<file path="src/rtl/pterm_config_loader.sv">
// Serial loader for one product-term configuration word: bits are collected
// into a shadow register and committed to conf in a single edge.
module pterm_config_loader #(
  parameter int SIZE  = 6,
  parameter int CNT_W = 3
) (
  input  logic            clk,
  input  logic            rst,
  input  logic            start,
  input  logic            bit_valid,
  input  logic            bit_in,
  output logic            bit_ready,
  output logic            busy,
  output logic            done,
  output logic            error,
  output logic            conf_valid,
  output logic [SIZE-1:0] conf,
  output logic [1:0]      fsm_state
);

  localparam logic [1:0] IDLE   = 2'd0;
  localparam logic [1:0] SHIFT  = 2'd1;
  localparam logic [1:0] COMMIT = 2'd2;

  localparam logic [CNT_W-1:0] LAST = CNT_W'(SIZE - 1);

  // Handshake: a bit transfers on a rising edge where bit_valid and
  // bit_ready are both 1; bit_ready depends only on the state register.
  logic [1:0]       state;
  logic [CNT_W-1:0] cnt;
  logic [SIZE-1:0]  shadow;

  assign bit_ready = (state == SHIFT);
  assign busy      = (state == SHIFT) || (state == COMMIT);
  assign fsm_state = state;

  always_ff @(posedge clk or posedge rst) begin
    if (rst) begin
      state      <= IDLE;
      cnt        <= '0;
      shadow     <= '0;
      conf       <= '0;
      conf_valid <= 1'b0;
      done       <= 1'b0;
      error      <= 1'b0;
    end else begin
      done <= 1'b0;
      case (state)
        IDLE: begin
          if (start) begin
            state  <= SHIFT;
            cnt    <= '0;
            shadow <= '0;
          end
        end
        SHIFT: begin
          // A restart takes priority; any bit offered in the same cycle is dropped.
          if (start) begin
            cnt    <= '0;
            shadow <= '0;
            error  <= 1'b1;
          end else if (bit_valid) begin
            shadow[cnt] <= bit_in;
            if (cnt == LAST) begin
              state <= COMMIT;
              cnt   <= '0;
            end else begin
              cnt <= cnt + 1'b1;
            end
          end
        end
        COMMIT: begin
          conf       <= shadow;
          conf_valid <= 1'b1;
          done       <= 1'b1;
          error      <= 1'b0;
          state      <= IDLE;
        end
        default: state <= IDLE;
      endcase
    end
  end

endmodule

</file>
<file path="config.mk">
export PLATFORM = sky130hd
export DESIGN_NAME = pterm_config_loader
export DESIGN_NICKNAME = d
export VERILOG_FILES = /design/src/rtl/pterm_config_loader.sv
export SDC_FILE = /design/constraint.sdc
export NUM_CORES = 1
export LEC_CHECK = 0
export BUFFER_PORTS_ARGS = -buffer_cell sky130_fd_sc_hd__buf_2
export CAP_MARGIN = 40
export CELL_PAD_IN_SITES_DETAIL_PLACEMENT = 0
export CELL_PAD_IN_SITES_GLOBAL_PLACEMENT = 2
export CORE_MARGIN = 3
export CORE_UTILIZATION = 38
export CTS_CLUSTER_DIAMETER = 50
export DETAILED_ROUTE_END_ITERATION = 8
export GPL_ROUTABILITY_DRIVEN = 1
export PLACE_DENSITY = 0.86
export SYNTH_ARGS = -nofsm -noshare
export SYNTH_HDL_FRONTEND = slang
export SYNTH_SLANG_ARGS = --single-unit
</file>
<file path="constraint.sdc">
create_clock -name clk -period 4.7 [get_ports clk]
set_input_delay 0.47 -clock clk [delete_from_list [all_inputs] [get_ports clk]]
set_output_delay 0.47 -clock clk [all_outputs]
set_load 0.01 [all_outputs]
</file>
Yosys cells after proc, flatten, opt, wreduce, memory -nomap -nowiden
Cells that the tools add are included.
Widths: inputs -> output; s select.
Word-level totals
  flip-flop bits (word level): 20
  latch bits: 0
  memory bits (writable): 0
  bits in read-only memories: 0
  bits of input ports: 5
  output and inout bits: 13
  logic and storage cells: 47
  memories: 0
Operators by class
  add/subtract/negate cells: 1
  multiply operators: 0
  div/mod/pow operators: 0
  order comparisons: 2
  equal/unequal tests: 9
  shift operators: 0
  multiplexer cells: 20
  bitwise gates (word level): 0
  reductions and logical operators: 8
Operators by type and width (number)
  $mux 6: 3
  $mux 3: 4
  $pmux 6 s2: 1
  $mux 2: 4
  $ne 2x2->1 const B: 4
  $bwmux 6: 1
  $pmux 3 s2: 1
  $lt 3x4->1 const B: 1
  $pmux 2 s2: 1
  $reduce_and 4->1: 1
  $reduce_bool 2->1: 2
  $add 3x1->3 const B: 1
  $demux 1 s3: 1
  $eq 3x3->1 const B: 1
  $ge 3x1->1 const B: 1
  $mux 1: 3
  $ne 3x3->1 const B: 1
  $reduce_and 3->1: 1
  $eq 2x1->1 const B: 1
  $eq 2x2->1 const B: 1
  $logic_not 2->1: 1
  $ne 2x1->1 const B: 1
  $pmux 1 s2: 1
  $reduce_and 2->1: 1
  2 further kinds: 2

Logic depth before layout (Yosys ltp)
  depth in word-level cells: 8
  mapped depth: 7
  mapped depth without buffers: 5

Worst setup path after synthesis
Ideal clock, no wire load.
  kind: register -> register
  from: register state[1] (netlist: fsm_state[1])
  to: register shadow[0]
  setup time: 122 ps
  arrival time: 1572 ps
  required time: 4578 ps
  path slack: 3007 ps
  cell stages (with the launch flop): 7
  buffers on the path: 1
  period minus slack after synthesis: 1693 ps
  cells stage by stage: dfrtp_1 -> inv_1 -> ha_1 -> and2b_1 -> and4_1 -> buf_2 -> a32o_1
Between the ends
  cells in the longest elaborated chain, start to end: 3
  elaborated cells on any way between the ends: 7
  classes of those cells: 3 x eq/ne; 1 x mux; 3 x reduce/logical
RTL lines
  start, declared: RTL line 29  | logic [1:0] state;
  start signal, assigned: RTL line 39  | state <= IDLE;
  start signal, assigned: RTL line 51  | state <= SHIFT;
  start signal, assigned: RTL line 65  | state <= COMMIT;
  $eq 2x1->1 *
  named net bit_ready: RTL line 12  | output logic bit_ready,
  $ne 3x3->1 (no line) / $reduce_bool 2->1 (equally long branches)
  $reduce_and 3->1 (no line)
  end signal, assigned by index: RTL line 63  | shadow[cnt] <= bit_in;
  end, declared: RTL line 31  | logic [SIZE-1:0] shadow;
The timed path passes the listed nets; every way through them passes the cells marked *.
A chain may end at the register's enable or synchronous reset.

Final worst setup path
  from: register state[0] (netlist: fsm_state[0])
  to: register shadow[0]
Between the ends
  cells in the longest elaborated chain, start to end: 3
  elaborated cells on any way between the ends: 7
  classes of those cells: 3 x eq/ne; 1 x mux; 3 x reduce/logical
RTL lines
  $eq 2x1->1 / $logic_not 2->1 (equally long branches): RTL line 48  | case (state)
  $ne 3x3->1 (no line) (tied with other cells)
  $reduce_and 3->1 (no line)
Several ways; a longest one is shown, not always the timed one.

==> flow_summary.toml <==
[cells_and_area]
synthToLayoutAreaGrowth_pct = 9.58
diodes = 0
drive_gt1_share_pct = 29.3
design_area_um2 = 1130
n_fill_cell = 250
nets = 110

[power_and_ir_drop]
clockPowerShare_pct = 16.9
swShare_pct = 37.3
power_leakage_nw = 0.581
pwr-share-seq_pct = 43.7
pwr-share-comb_pct = 39.4
internal_power_uw = 296
power_density_nw_per_um2 = 418
p_sw_uw = 176
vdd_drop_max_mv = 0.233

[critical_path]
cp.arrival_ns = 2.20
crit_fanout = 10
critPathKind = "flip-flop to flip-flop"
reg2reg_depth = 5
setup.worst_path.start_class = "flip-flop"
required_ns = 4.95
end_kind = "flip-flop"

[synthesis]
netlist.area_leader.share_pct = 48.5
synthAdderAreaFrac_pct = 4.85
yosysWarnings = 0
synth_cells = 87
synth.area.top_cells = "dfrtp_1, mux2_2, o221ai_1, ha_1, a32o_1"
synth_area_per_cell_um2 = 11.9
async_reset_ff_share_pct = 100
syn-num-nets = 96
synth_compound_area_share_pct = 19.0
synthXorXnorAreaFrac_pct = 0
synth-seq-cells = 20
synth_flop_cell = "dfrtp_1"
synth-simple-area-share_pct = 13.5
synth_edf_count = 0
synth_top_family_by_area = "compound AO/OA/AOI/OAI gates"
synth_area_um2 = 1030
synth_mux_area_share_pct = 7.52
synth_area_leader_cell = "dfrtp_1"
synth_seq_area_share_pct = 48.5
ys_types = 32

[floorplan]
die_x_um = 58.1
chipHeight_um = 58.1
coreArea_um2 = 2520
rows = 18
start_util_pct = 40.9
die_area_um2 = 3380
io_pins = 18

[global_route]
met3_usage_pct = 4.01
grt_util_met2_pct = 19.8
grt_first_pass_wirelength_mm = 3.39
top_usage_layer = "met2"
grt_pass1_vias = 724
antenna_found_initial = 0
met1_usage_pct = 18.3
overflow = 0
grt_max_degree = 21
grtUsageTotal_pct = 13.1

[clock_network]
cts_tree = "done"
clk-insertion-delay-late_ns = 0.30
h-tree-depth = 1
cts.reportedPaths.clkPinSlew_ns = 0.11
clock_sinks = 20
cts_resized = 0
post_cts_buffers = 0
cts_buffers = 3
cts_buffer_depth = 2
cts_root_buffer = "clkbuf_4"
postCtsHoldBufs = 0

[sta]
setup_viol = 0
hold_violations = 0
slew_violations = 0
period_share_pct = 41.4
min_period_ns = 1.95
setup_tns_ns = 0
fmax_mhz = 514
slew_headroom_pct = 50.9
worst_pin_slew_ns = 0.736
clock_skew_ns = 0.0147
rsz0062_at_grt = "false"

[place]
gp_congestion = 0.739
io_buffers = 17
hpwl_mm = 1.35
place_area_um2 = 1110

[routing]
drc = 0
vias = 723
viasPerCell = 5.60
dr.pass1.iters = 4
ant_nets = 0
wl_mm = 1.90
first_iter_violations = 22
routedWlPerCell_um = 14.7

[run_status]
status = "complete, no violations"

[worst_hold_path]
hp-class = "primary input to async pin"

[job]
cap_violations = 0
per-stage QoR:
step | worst slack, ns | std cells | hold slack [ns] | total power [mW] | utilization, %
global route | 2.55 | 129 | 0.330 | 0.510 | 44.8
floorplan | 3.01 | 87 | 0.434 | 0.353 | -
CTS | 2.76 | 129 | 0.303 | 0.477 | 44.8
detailed placement | 2.80 | 126 | 0.447 | 0.396 | 43.9
finish | 2.75 | 129 | 0.272 | 0.473 | 44.8
global placement | 2.87 | 126 | 0.445 | 0.394 | 43.9
worst paths after layout:
check	slack (ns)	from	endpoint
setup / recovery	2.75	fsm_state[0]	shadow[0]
hold / removal	0.27	rst	shadow[3]
setup reg to reg	2.75	fsm_state[0]	shadow[0]
hold reg to reg	0.47	conf_valid	conf_valid
max in group asynchronous	3.95	rst	cnt[1]
min in group clk	0.47	conf_valid	conf_valid
cell usage after synthesis (2+ instances only):
library cell / count
ha_1: 4
nor3b_1: 3
inv_1: 6
a22o_1: 4
or2_2: 2
dfrtp_1: 20
nor2_1: 2
mux2_2: 6
a211oi_1: 2
and3b_1: 2
a32o_1: 4
buf_2: 4
o221ai_1: 7
clkbuf_1: 2
o21a_1: 2
flip-flops by register name, indices dropped and copies added, names as in the netlist:
signal,count
error,1
done,1
conf_valid,1
cnt,3
shadow,6
conf,6
fsm_state,2
power groups by stage:
| stage | combinational, mW | sequential [mW] | clock (mW) |
|---|---|---|---|
| 2_1_floorplan | 0.145 | 0.208 | 0 |
| 3_3_place_gp | 0.186 | 0.209 | 0 |
| 3_5_place_dp | 0.187 | 0.210 | 0 |
| 4_1_cts | 0.187 | 0.207 | 0.0838 |
| 5_1_grt | 0.207 | 0.210 | 0.0933 |
| 6_report | 0.186 | 0.206 | 0.0800 |
cells by family (layout without fill, tap and decap cells):
logic type                 Yosys count  in the layout
buffers and inverters               14             26
DFF                                 20             20
adders and majority gates            4              4
and+or+nand+nor                     19             19
muxes                                7              7
AOI/OAI and AO/OA                   23             23
layer usage:
| layer | vias to the layer above | share of wire, % |
|---|---|---|
| li1 | 355 | - |
| met1 | 354 | 48 |
| met2 | 12 | 47 |
| met3 | 2 | 3.9 |
| met4 | 0 | 0.58 |
| met5 | - | 0 |
layout by cell type, fill, tap and decap left out, types with 3 or more instances in the layout:
master / instances
nor3b_1: 3
o221ai_1: 7
a22o_1: 4
buf_2: 17
dfrtp_1: 20
inv_1: 6
mux2_2: 6
ha_1: 4
a32o_1: 4
clkbuf_4: 3
worst max-delay path, cell delays in order (launching register included):
cell and delay (ns):
dfrtp_1 0.42, inv_1 0.11, ha_1 0.26, nor2b_1 0.50, and4_1 0.41, a32o_1 0.20
area by class of cell:
type / count / area [um^2] / area share (%)
clock buffer: 3 / 22.5 / 1.99
inverter: 6 / 22.5 / 1.99
multi-input combinational: 53 / 463 / 40.9
sequential: 20 / 500 / 44.2
tap: 30 / 37.5 / 3.32
timing repair buffer: 17 / 85.1 / 7.52
Note: power is estimated with default switching activity, not from simulation.
